File: src/rtl/rom_copy_engine.sv
// Boot-time copy engine: streams a block from a fixed-latency source ROM into
// main RAM one byte at a time, then pulses done/exec_en with the entry address.
module rom_copy_engine #(
  parameter int SRC_AW     = 16,
  parameter int DST_AW     = 21,
  parameter int DW         = 8,
  parameter int ROM_LAT    = 1,
  parameter bit AUTO_START = 1'b1
) (
  input  logic              clk_sys,
  input  logic              reset,
  input  logic              start,
  input  logic              abort,
  input  logic [SRC_AW-1:0] src_base,
  input  logic [DST_AW-1:0] dst_base,
  input  logic [SRC_AW:0]   length,
  input  logic [15:0]       exec_addr_in,
  output logic [SRC_AW-1:0] src_addr,
  input  logic [DW-1:0]     src_data,
  output logic [DST_AW-1:0] dst_addr,
  output logic [DW-1:0]     dst_data,
  output logic              dst_wr,
  input  logic              dst_wait,
  output logic              busy,
  output logic              done,
  output logic              exec_en,
  output logic [15:0]       exec_addr,
  output logic [1:0]        state_dbg
);

  // Handshake: a write transfers on a rising edge where dst_wr=1 and
  // dst_wait=0; dst_wr, dst_addr and dst_data stay stable until then.

  typedef enum logic [1:0] {
    IDLE   = 2'd0,
    FETCH  = 2'd1,
    WRITE  = 2'd2,
    FINISH = 2'd3
  } state_t;

  localparam logic [2:0] LAT_LAST = 3'(ROM_LAT - 1);

  state_t          state, state_nxt;
  logic            auto_pend;
  logic [2:0]      lat_cnt;
  logic [SRC_AW:0] remain;
  logic            go, capture, accept;

  always_ff @(posedge clk_sys) begin
    if (reset) state <= IDLE;
    else       state <= state_nxt;
  end

  // Held high through reset so the first free cycle acts as a start request.
  always_ff @(posedge clk_sys) begin
    if (reset) auto_pend <= AUTO_START;
    else       auto_pend <= 1'b0;
  end

  always_comb begin
    state_nxt = state;
    go        = 1'b0;
    capture   = 1'b0;
    accept    = 1'b0;
    case (state)
      IDLE: begin
        if ((start || auto_pend) && !abort) begin
          go        = 1'b1;
          state_nxt = (length == '0) ? FINISH : FETCH;
        end
      end
      FETCH: begin
        if (abort) begin
          state_nxt = IDLE;
        end else if (lat_cnt == LAT_LAST) begin
          capture   = 1'b1;
          state_nxt = WRITE;
        end
      end
      WRITE: begin
        // A transfer in the abort cycle still counts; abort only ends the copy.
        accept = !dst_wait;
        if (abort)       state_nxt = IDLE;
        else if (accept) state_nxt = (remain == (SRC_AW+1)'(1)) ? FINISH : FETCH;
      end
      FINISH:  state_nxt = IDLE;
      default: state_nxt = IDLE;
    endcase
  end

  always_ff @(posedge clk_sys) begin
    if (reset) begin
      src_addr  <= '0;
      dst_addr  <= '0;
      dst_data  <= '0;
      remain    <= '0;
      exec_addr <= '0;
      lat_cnt   <= '0;
    end else begin
      if (go) begin
        src_addr  <= src_base;
        dst_addr  <= dst_base;
        remain    <= length;
        exec_addr <= exec_addr_in;
      end
      if (state == FETCH && !capture && !abort) lat_cnt <= lat_cnt + 3'd1;
      else                                      lat_cnt <= '0;
      if (capture) dst_data <= src_data;
      if (accept) begin
        src_addr <= src_addr + SRC_AW'(1);
        dst_addr <= dst_addr + DST_AW'(1);
        remain   <= remain - (SRC_AW+1)'(1);
      end
    end
  end

  assign dst_wr    = (state == WRITE);
  assign busy      = (state != IDLE);
  assign done      = (state == FINISH) && !abort;
  assign exec_en   = done;
  assign state_dbg = state;

endmodule

File: config.mk
export PLATFORM = sky130hd
export DESIGN_NAME = rom_copy_engine
export DESIGN_NICKNAME = d
export VERILOG_FILES = /design/src/rtl/rom_copy_engine.sv
export SDC_FILE = /design/constraint.sdc
export NUM_CORES = 1
export LEC_CHECK = 0
export CAP_MARGIN = 20
export CORE_MARGIN = 10
export CORE_UTILIZATION = 45
export DETAILED_ROUTE_END_ITERATION = 7
export PLACE_DENSITY_LB_ADDON = 0.3
export SLEW_MARGIN = 10
export SYNTH_ARGS = -nofsm -noshare
export SYNTH_HDL_FRONTEND = slang
export SYNTH_SLANG_ARGS = --single-unit
File: constraint.sdc
create_clock -name clk_sys -period 2.5 [get_ports clk_sys]
set_input_delay 0.5 -clock clk_sys [delete_from_list [all_inputs] [get_ports clk_sys]]
set_output_delay 0.5 -clock clk_sys [all_outputs]
set_load 0.005 [all_outputs]
==> results.md, run 1 <==
- By area the synthesized netlist is led by sky130_fd_sc_hd__dfxtp_1, sky130_fd_sc_hd__nand2_1, sky130_fd_sc_hd__a21oi_1.
- TritonCTS built the clock tree.
- The fill cell total of the finished layout is approximately 760.
- The share of total power consumed by net switching is 0.2720.
- The via count of the first global-routing pass is approximately 4700.
- The number of endpoints with negative hold slack in the final report is 0.
- Yosys mapped a number of flops with a built-in enable equal to 0.
- The total internal power is about 2400 uW.
- The peak supply drop is 263.8 uV.
- Of the available clock period, the critical path in the final layout requires 0.8957.
- The number of buffers created by CTS is 9.
- The analysis attributes to cell leakage a power of approximately 0.0021 uW.
- For this design the ratio of total power to cell area is between 500 and 600 nW/um^2.
- Yosys printed 0 warnings.
- In this run, post-CTS repair resized a total of 0 instances.
- After clock tree synthesis, the setup repair step added 0 buffers.
- The time the worst path needs with I/O delays and setup is about 2.2 ns.
- The most used flip-flop cell after synthesis is sky130_fd_sc_hd__dfxtp_1.
- The count of antenna-violating nets left after detailed routing is 0.
- The utilization after layout is 0.6733.
- Measured against the total synthesized area, the mux share comes to 0.01908.
- The largest driver fanout on the critical path is 2.
- The share of synthesized area in the top cell type comes to 0.4006.
- The weighted congestion at the end of routability-driven global placement is 0.8785.
- For this run, design rule violations remaining after detail routing come to 0.
- Across the routed clock network, the largest skew measured is ~0.012 ns.
- Of the total synthesized cell area, the portion taken by full adders, half adders and majority gates is 0.01788.
- The clock latency at the later pin of the worst-skew pair is roughly 0.36 ns.
- The fmax is 446.6 MHz.
- Summed over all nets, the switching power comes to 885.7 uW.
- The clock transition at the registers of the reported paths is 0.08 ns.
- The number of distinct library cells after synthesis is 52.
- The I/O pin count is 150.
- The proportion of register bits with asynchronous set or reset after synthesis is 0.
- In this run the clock root is driven by a sky130_fd_sc_hd__clkbuf_8.
- The number of H-tree levels is 3.
- The run finished with clean final reports.
- The worst hold-check path type is reg2reg.
- Walking the worst path, the cells encountered are clkdlybuf4s50_1 -> nand2b_1 -> nor2_1 -> clkdlybuf4s50_1.
- After synthesis, the most frequently instantiated cells are sky130_fd_sc_hd__dfxtp_1, sky130_fd_sc_hd__nand2_1, sky130_fd_sc_hd__a21oi_1.
- The number of pins exceeding their max-slew limit in the final report is 0.
- In the global route stage, overall resource usage came out at 0.2098.
- The complex-gate fraction of the synthesized area is 0.2379.
- The layout overhead on the synthesized area is 46.80%.
- Entering global routing, the biggest net connects 43 pins.
- The critical path launch point type is an input pin.
- The via count is roughly 4700.
- The slowest stage of the critical path is the sky130_fd_sc_hd__clkdlybuf4s50_1 cell.
- Summed over all failing endpoints, the final setup total negative slack is 0 ns.
- Data arrives at the worst endpoint at 1.74 ns.
- The sequential cells in the finished layout cover a total of roughly 1700 um^2.
- The core region is 9153 um^2.
- The first detailed-routing pass took 7 iterations.
- The tool flagged a number of max-cap violations equal to 0.
- The number of antenna violations at the first check in global routing was 0.
- The largest single stage delay on the critical path is about 0.53 ns.
- The mapped netlist covers approximately 4200 um^2.
- The share of the synthesized netlist area taken by xor and xnor gates is 0.01043.
- Counting every net in the synthesized netlist gives 610.
- The gate count of the mapped netlist is about 520.
- The share of total power dissipated in sequential elements is 0.462.
- The starting DRC count in detailed routing is 318.
- Buffers inserted to repair hold after CTS numbered 0.
- In this run, synthesis produced a sequential element count of 84.
- After detailed routing, the number of vias per cell comes to a little under 6.
- STA classifies the critical path endpoint as a primary output.
- Setup repair after global routing left no endpoint under its margin.
- The average instance in the mapped netlist occupies slightly above 8 um^2.
- The die covers around 14000 um^2.
- Measured against its own limit, the worst slew margin works out to 0.5370.
- By area, the combinational part of the netlist is dominated by simple AND/OR/NAND/NOR gates.
- The final layout contains 763 nets.
- After detailed routing, the total wire length is 14620 um.
- The most used standard cell by instance count after synthesis is sky130_fd_sc_hd__dfxtp_1.
- Summing all multi-input logic gate instances after layout gives roughly 2300 um^2.
- The fraction of power consumed by the clock network is 0.343.
- The slew of the pin with the lowest slew margin is approximately 0.69 ns.
- Broken down by cell family, the worst path's largest delay share belongs to buffers and inverters.
- Of the cells placed in the final design, the portion with a size suffix greater than 1 is 0.07953.
- The synthesized design spends more area on one cell type than any other, namely sky130_fd_sc_hd__dfxtp_1.
- The critical path is of the in2out type.
- The per-cell routed wire length is approximately 19 um.
- Of the total synthesized cell area, the portion taken by AND, OR, NAND and NOR gates is 0.2668.
- The total of endpoints with negative setup slack in the final report is 0.
- The sequential element share of the synthesized area is 0.4006.
- For the worst setup path, the data required time is 2.00 ns.
- The y dimension of the die is around 120 um.
- The die is between 100 and 150 um wide.
- In this run the tool buffered the top-level ports with roughly 150 buffer cells.
- The worst-case clock buffer depth is 2.
- The count of antenna diodes in the layout is 0.
- The sink count of the clock tree is 84.
- The estimated wirelength of the detail-placed design is ~11000 um.
- The number of buffers and inverters on the critical path is 2.
- The most numerous cell on the critical path is sky130_fd_sc_hd__clkdlybuf4s50_1.
- The initial utilization of the core area, before any placement, comes to 0.4586.
- Row generation in the floorplan step produced 35 rows.
- The share of total power dissipated in combinational logic is 0.195.
- After global routing the overflow that remains totals 0.
- The global-route wire length before repair is 23110 um.
[stage by stage]
| step | total power, uW | worst slack (ns) | area, um^2 | std cells | hold WS [ns] |
|---|---|---|---|---|---|
| after global placement | 2145 | -0.07113 | 5936 | 774 | 0.4274 |
| after global routing | 3381 | 0.1721 | 6162 | 790 | 0.4724 |
| after floorplan | 1774 | 0.2692 | 4198 | 521 | 0.4173 |
| after CTS | 3261 | 0.2418 | 6162 | 790 | 0.4580 |
| after detailed placement | 2162 | -0.1100 | 5936 | 774 | 0.4459 |
| final | 3257 | 0.2607 | 6162 | 790 | 0.4557 |
[worst paths after layout]
| check | start | cells past startpoint | slack, ns | endpoint |
|---|---|---|---|---|
| max reg2reg | remain[8] | 4 | 0.30 | remain[16] |
| min reg2reg | lat_cnt[0] | 1 | 0.46 | lat_cnt[0] |
| min | lat_cnt[0] | 1 | 0.46 | lat_cnt[0] |
| max | abort | 4 | 0.26 | done |
[power by group through the flow]
stage / registers (uW) / logic [uW] / clock network (uW)
global route: 1520 / 688 / 1170
global placement: 1530 / 618 / 0
detailed placement: 1530 / 629 / 0
CTS: 1500 / 634 / 1120
finish: 1510 / 634 / 1120
floorplan: 1520 / 255 / 0
[cells in the final DEF (no fill, tap or decap), drive strengths merged, types with 8 or more instances in the layout]
master,synthesis,layout
o211ai,13,13
inv,13,13
nor4,17,17
nand2,71,71
or4,10,10
a211oi,15,15
or3,11,11
clkbuf,26,11
buf,9,29
a31oi,20,20
clkdlybuf4s50,0,148
nor2,40,40
o311ai,9,9
dfxtp,84,84
a21oi,44,44
and3,10,10
nor3,14,14
nand4,11,11
nand3,17,17
mux2i,8,8
[cell type report]
class                      count  share of cell area
inverter                      13            0.007919
clock inverter                 5             0.01381
tap                          111             0.02254
clock buffer                  11             0.02294
sequential                    84              0.2729
multi-input combinational    389              0.3785
timing repair buffer         177              0.2814
[cells by family after synthesis]
| kind of cell | Yosys count |
|---|---|
| flip-flops | 84 |
| AO/OA/AOI/OAI | 146 |
| multiplexers | 8 |
| AND/OR/NAND/NOR | 224 |
| XOR/XNOR | 5 |
| adder cells (fa/ha/maj) | 6 |
| buffers and inverters | 48 |
[routing by layer]
layer  up-vias  routed length (um)  track usage
met4         0                 317      0.08320
met2       179                7246       0.3567
met1      2230                5901       0.2502
li1       2271                   -            -
met5         -                   0            0
met3        25                1151      0.04828
[state kept, by name, summed over array words and instances (netlist names)]
signal,cells
remain,17
src_addr,16
lat_cnt,3
state_dbg,2
dst_data,8
dst_addr,21
auto_pend,1
exec_addr,16
(Power assumes the default switching activity.)
==> inputs of run 2 (changes only) <==
--- a/config.mk
+++ b/config.mk
@@ -6,7 +6,6 @@
 export NUM_CORES = 1
 export LEC_CHECK = 0
 export CAP_MARGIN = 20
-export CORE_MARGIN = 10
 export CORE_UTILIZATION = 45
 export DETAILED_ROUTE_END_ITERATION = 7
 export PLACE_DENSITY_LB_ADDON = 0.3
==> results.md, run 2 (same netlist as run 1, synthesis figures left out) <==
- The sequential cell fraction of total power is 0.466.
- The clock passes through at most 2 buffers.
- Detailed routing inserted a total of between 4000 and 5000 vias.
- The die span in x is 98.59 um.
- For this run, the top clock speed supported by timing is approximately 430 MHz.
- The region available for standard cell placement spans between 8000 and 9000 um^2.
- The analysis attributes to cell leakage a power of between 0.002 and 0.0025 uW.
- The number of H-tree levels is 3.
- The critical path launch point type is an input pin.
- The via count of the first global-routing pass is between 4000 and 5000.
- The clock reaches the later pin of the worst-skew pair after 0.35 ns.
- The number of antenna violations at the first check in global routing came to 0.
- The number of buffers created by CTS is 9.
- The fill cell total of the finished layout is ~740.
- CTS placed an instance of sky130_fd_sc_hd__clkbuf_8 at the clock tree root.
- In the final design database the tool counted between 700 and 800 nets.
- For this configuration, the core starts out at a cell density of 0.4721.
- The slew of the pin with the lowest slew margin is 0.4927 ns.
- 0 antenna diodes ended up in the layout.
- The number of pins exceeding their max-slew limit in the final report is 0.
- The total of endpoints with negative setup slack in the final report is 0.
- The worst hold-check path type is reg2reg.
- The congestion estimate from routability-driven global placement came to about 0.90.
- The share of total power consumed by net switching is 0.2634.
- The time the worst path needs with I/O delays and setup is 2.316 ns.
- The number of endpoints with negative hold slack in the final report is 0.
- In the final layout, the share of cells above drive strength 1 is 0.07965.
- The run finished with clean final reports.
- The arrival time at the worst endpoint is approximately 2.6 ns.
- Of all nets on the critical path, the largest fanout is 3.
- Across all hold checks on the routed design, the worst slack comes to ~0.45 ns.
- The global-route wire length before repair is ~22000 um.
- The clock transition at the registers of the reported paths is around 0.090 ns.
- Of the total power, the clock network draws 0.341.
- TritonCTS built the clock tree.
- The sort of element at the end of the critical path is a flip-flop.
- The first detailed-routing pass took 5 iterations.
- The tightest slew margin relative to the limit is 0.6685.
- The largest net degree at the start of global routing is 49.
- After detailed routing, the average wire length per cell comes to 17.01 um.
- The power per standard cell area is ~530 nW/um^2.
- In this run, post-CTS hold repair placed 0 buffers.
- The combinational share of power is 0.193.
- The total global-route track usage is 0.2759.
- The area growth from synthesis to layout is 46.35%.
- The sink count of the clock tree is 84.
- During I/O placement, the number of pins put on the boundary was 150.
- The count of buffers added on input and output ports is between 100 and 150.
- Dividing the final minimum period by the clock period gives 0.9263.
- For this run, the number of standard cells in the final layout without fillers is approximately 790.
- The peak supply drop is around 260 uV.
- The number of maximum-capacitance constraint violations is 0.
- Across the routed clock network, the largest skew measured is roughly 0.010 ns.
- Once placement completed, the tool counted placed cells totaling around 770.
- The final layout contains routed wiring with a total length of 13370 um.
- The total overflow left after global routing is 0.
- The critical setup path kind is in2reg.
- The number of gates resized after cts is 0.
- In the layout the commonest cells are sky130_fd_sc_hd__clkdlybuf4s50_1, sky130_fd_sc_hd__dfxtp_1, sky130_fd_sc_hd__nand2_1.
- Once the clock tree was built, the setup fixing pass inserted 0 buffers.
- Summed over all nets, the switching power comes to about 850 uW.
- Setup repair after global routing left no endpoint under its margin.
- The total internal power is around 2400 uW.
- The largest registers in the layout are dst_addr: 21 flops, remain: 17 flops.
- The flip-flop count of the largest register after layout is 21.
- The register bank with the most flops is dst_addr.
- The leading cell type in the layout, fill and taps excluded is sky130_fd_sc_hd__clkdlybuf4s50_1.
- The starting DRC count in detailed routing is 336.
- The detail route stage leaves a number of antenna-violating nets equal to 0.
- The detail-routed via count per cell is around 6.
- The die area is 9719 um^2.
- STA puts the critical path data required time at 2.78 ns.
- Detailed placement ended at an HPWL of approximately 9500 um.
- Measured along the y axis, the die boundary spans just under 100 um.
- The final routed DRC violation total is 0.
- The standard-cell row count is 34.
run 2: cell count changes in the layout (fill, tap and decap cells not counted), sizes merged:
cell    before  now
clkinv       2    1
run 2: area by class of cell:
type                            instances  area (um^2)  area share
Multi-Input combinational cell        389         2332      0.3796
Timing Repair Buffer                  177         1722      0.2802
Sequential cell                        84         1682      0.2737
Clock buffer                           11        151.4     0.02464
Tap cell                              108        135.1     0.02200
Clock inverter                          4        72.57     0.01181
Inverter                               13        48.80    0.007943
run 2: critical path, cell delays in order:
cell	delay, ns
sky130_fd_sc_hd__clkdlybuf4s50_1	0.46
sky130_fd_sc_hd__or3b_1	0.43
sky130_fd_sc_hd__or4_4	0.56
sky130_fd_sc_hd__or4_1	0.48
sky130_fd_sc_hd__a31oi_1	0.17
run 2: metal layers:
metal  global-route usage  share of wire  vias up
li1                     -              -     2270
met3              0.04894          0.076       27
met1               0.3619           0.43     2213
met2               0.4588           0.48      226
met4              0.09529          0.019        0
met5                    0              0        -
run 2: final timing paths:
check                  start           end  slack [ns]  cells after the start
setup / recovery    dst_wait  dst_addr[16]        0.18                      5
hold / removal    lat_cnt[0]    lat_cnt[0]        0.45                      1
setup reg to reg   remain[8]    remain[16]        0.28                      4
hold reg to reg   lat_cnt[0]    lat_cnt[0]        0.45                      1
run 2: power groups by stage:
stage,registers [uW],logic [uW],clock network (uW)
6_report,1510,625,1100
5_1_grt,1520,678,1180
4_1_cts,1500,625,1120
3_5_place_dp,1530,618,0
3_3_place_gp,1530,602,0
2_1_floorplan,1520,255,0
run 2: metrics by stage:
| stage | TNS [ns] | cell area [um^2] | worst slack [ns] | utilization | power, uW |
|---|---|---|---|---|---|
| 3_5_place_dp | -0.2949 | 5919 | -0.1707 | 0.6658 | 2151 |
| 3_3_place_gp | -0.1677 | 5919 | -0.1525 | 0.6658 | 2130 |
| 4_1_cts | 0 | 6143 | 0.1937 | 0.6910 | 3245 |
| 2_1_floorplan | 0 | 4198 | 0.2692 | - | 1774 |
| 6_report | 0 | 6143 | 0.1843 | 0.6910 | 3235 |
| 5_1_grt | 0 | 6143 | 0.1418 | 0.6910 | 3372 |
==> inputs of run 3 (changes only) <==
--- a/config.mk
+++ b/config.mk
@@ -6,6 +6,7 @@
 export NUM_CORES = 1
 export LEC_CHECK = 0
 export CAP_MARGIN = 20
+export CORE_MARGIN = 4
 export CORE_UTILIZATION = 45
 export DETAILED_ROUTE_END_ITERATION = 7
 export PLACE_DENSITY_LB_ADDON = 0.3
==> results.md, run 3 (same netlist as run 1, synthesis figures left out) <==
- For this configuration, the core starts out at a cell density of 0.4721.
- The critical path launch point type is an input pin.
- The final routed DRC violation total is 0.
- Of the total power, registers draw 0.500.
- The finished cells cover between 6000 and 7000 um^2.
- The number of setup buffers added after CTS is 0.
- After global routing the overflow that remains totals 0.
- The via count is roughly 4700.
- Summed over all nets, the switching power comes to between 800 and 900 uW.
- The peak supply drop is around 260 uV.
- For the final database, setup skew stands at 0.01084 ns.
- The standard-cell row count is 34.
- For this run, the post-layout net count is approximately 760.
- The largest driver fanout on the critical path is 5.
- The register with the most flip-flops in the final layout is dst_addr.
- The count of antenna-violating nets left after detailed routing is 0.
- The tightest slew margin relative to the limit is 0.5770.
- In the final layout, the registers with the most flip-flops are dst_addr: 21 flops, remain: 17 flops.
- After clock tree synthesis, the flow added hold-fix buffers numbering 0.
- The number of endpoints with negative hold slack in the final report is 0.
- After clock tree synthesis, the clock-pin slew on the worst setup and hold paths is approximately 0.08 ns.
- In the finished design, the share of the clock period the worst path needs comes to 0.9310.
- The power per standard cell area is ~500 nW/um^2.
- The total of endpoints with negative setup slack in the final report is 0.
- In the layout the commonest cells are sky130_fd_sc_hd__clkdlybuf4s50_1, sky130_fd_sc_hd__dfxtp_1, sky130_fd_sc_hd__nand2_1.
- The sort of element at the end of the critical path is a primary output.
- The CTS tree is built.
- In the global route stage, overall resource usage came out at 0.2427.
- At the pin with the least slew margin, the transition time is about 0.63 ns.
- The total instance count after detailed placement is 771.
- The number of pins exceeding their max-slew limit in the final report is 0.
- The worst path needs 2.328 ns of the cycle, external delays included.
- The fill cell total of the finished layout is 747.
- Relative to the synthesized area, the layout overhead comes to 44.92%.
- The global-route wire length before repair is 22070 um.
- The largest net degree at the start of global routing is 50.
- The starting DRC count in detailed routing is between 300 and 400.
- The die span in x is roughly 100 um.
- The via count of the first global-routing pass is roughly 4500.
- The flip-flop count of the largest register after layout is 21.
- For this design, the sink count on the clock tree is 84.
- The number of buffers created by CTS is 9.
- The critical setup path kind is in2out.
- The standard cell core area is 8891 um^2.
- The per-cell routed wire length is between 15 and 20 um.
- The total internal power is 2174 uW.
- Excluding fillers, the count of instances in the completed layout stands at approximately 790.
- The estimated wirelength of the detail-placed design is just over 10000 um.
- The die covers ~11000 um^2.
- The tool flagged a number of max-cap violations equal to 0.
- The weighted congestion at the end of routability-driven global placement is between 0.9 and 1.
- The worst-case clock buffer depth is 2.
- The share of cells above drive strength 1 is 0.07965.
- The reported leakage power is ~0.0021 uW.
- The fmax is approximately 430 MHz.
- The number of input and output port buffers inserted is between 100 and 150.
- The flow ran to the end, and the final reports show no timing, DRC or antenna violations.
- After detailed routing, the total wire length is 13610 um.
- The data required time at the worst endpoint is 2.00 ns.
- Setup repair after global routing left no endpoint under its margin.
- The cell sitting at the root of the clock tree is a sky130_fd_sc_hd__clkbuf_8.
- Summed over all failing endpoints, the final setup total negative slack is 0 ns.
- The number of H-tree levels is 3.
- The share of total power consumed by net switching is 0.2777.
- At the end of the flow the core is filled with cells to 0.6842.
- The y dimension of the die is 104.6 um.
- The repair_antennas step left the layout with diodes totalling 0.
- The number of antenna violations at the first check in global routing is 0.
- The worst hold-check path type is reg2reg.
- The later pin in the worst-skew pair is clocked with a latency of about 0.35 ns.
- Data arrives at the worst endpoint at 1.83 ns.
- After detailed routing, the number of vias per cell comes to 6.015.
- The number of gates resized after CTS was 0.
- The I/O pin count is 150.
- The first detailed-routing pass took 4 iterations.
- The design draws 3010 uW.
- Of the total power, combinational logic draws 0.206.
- Summing all placed instances gives a cell area of roughly 5900 um^2.
- The fraction of power consumed by the clock network is 0.294.
- The leading cell type in the layout, fill and taps excluded is sky130_fd_sc_hd__clkdlybuf4s50_1.
## run 3: cell count changes in the layout (fill, tap and decap cells not counted), sizes merged
cell / before / now
clkinvlp: 1 / 2
clkinv: 1 / 2
bufinv: 2 / 0
## run 3: power by group through the flow
stage	logic (uW)	registers (uW)	clock network (uW)
4_1_cts	621	1500	903
3_5_place_dp	616	1530	0
5_1_grt	673	1520	955
3_3_place_gp	602	1530	0
6_report	619	1510	885
2_1_floorplan	255	1520	0
## run 3: through the flow
| step | hold WS [ns] | setup slack [ns] |
|---|---|---|
| CTS | 0.4508 | 0.1632 |
| floorplan | 0.4173 | 0.2692 |
| global placement | 0.4282 | -0.1678 |
| global route | 0.4640 | 0.1046 |
| finish | 0.4477 | 0.1724 |
| detailed placement | 0.4386 | -0.1832 |
## run 3: final timing paths
path | from | end | slack (ns) | depth (start not counted)
setup / recovery | abort | done | 0.17 | 4
hold / removal | lat_cnt[0] | lat_cnt[0] | 0.45 | 1
setup reg to reg | remain[8] | remain[16] | 0.28 | 4
hold reg to reg | lat_cnt[0] | lat_cnt[0] | 0.45 | 1
## run 3: final cells by class
type                    instances  area (um^2)  area share
clock buffers                  11        151.4     0.02489
clock inverters                 4        25.02    0.004114
inverters                      13        48.80    0.008021
multi-input cells             389         2332      0.3834
flip-flops and latches         84         1682      0.2764
well taps                     108        135.1     0.02221
repair buffers                177         1709      0.2810
## run 3: worst max-delay path: stages
cell and delay (ns):
sky130_fd_sc_hd__clkdlybuf4s50_1 0.47, sky130_fd_sc_hd__nand2b_1 0.19, sky130_fd_sc_hd__nor2_1 0.14, sky130_fd_sc_hd__clkdlybuf4s50_1 0.53
## run 3: routing by layer
| layer | routed length [um] | global-route usage | vias to the layer above |
|---|---|---|---|
| li1 | - | - | 2264 |
| met1 | 5593 | 0.3181 | 2194 |
| met2 | 6555 | 0.3967 | 237 |
| met3 | 1107 | 0.04254 | 33 |
| met4 | 354 | 0.1012 | 0 |
| met5 | 0 | 0 | - |
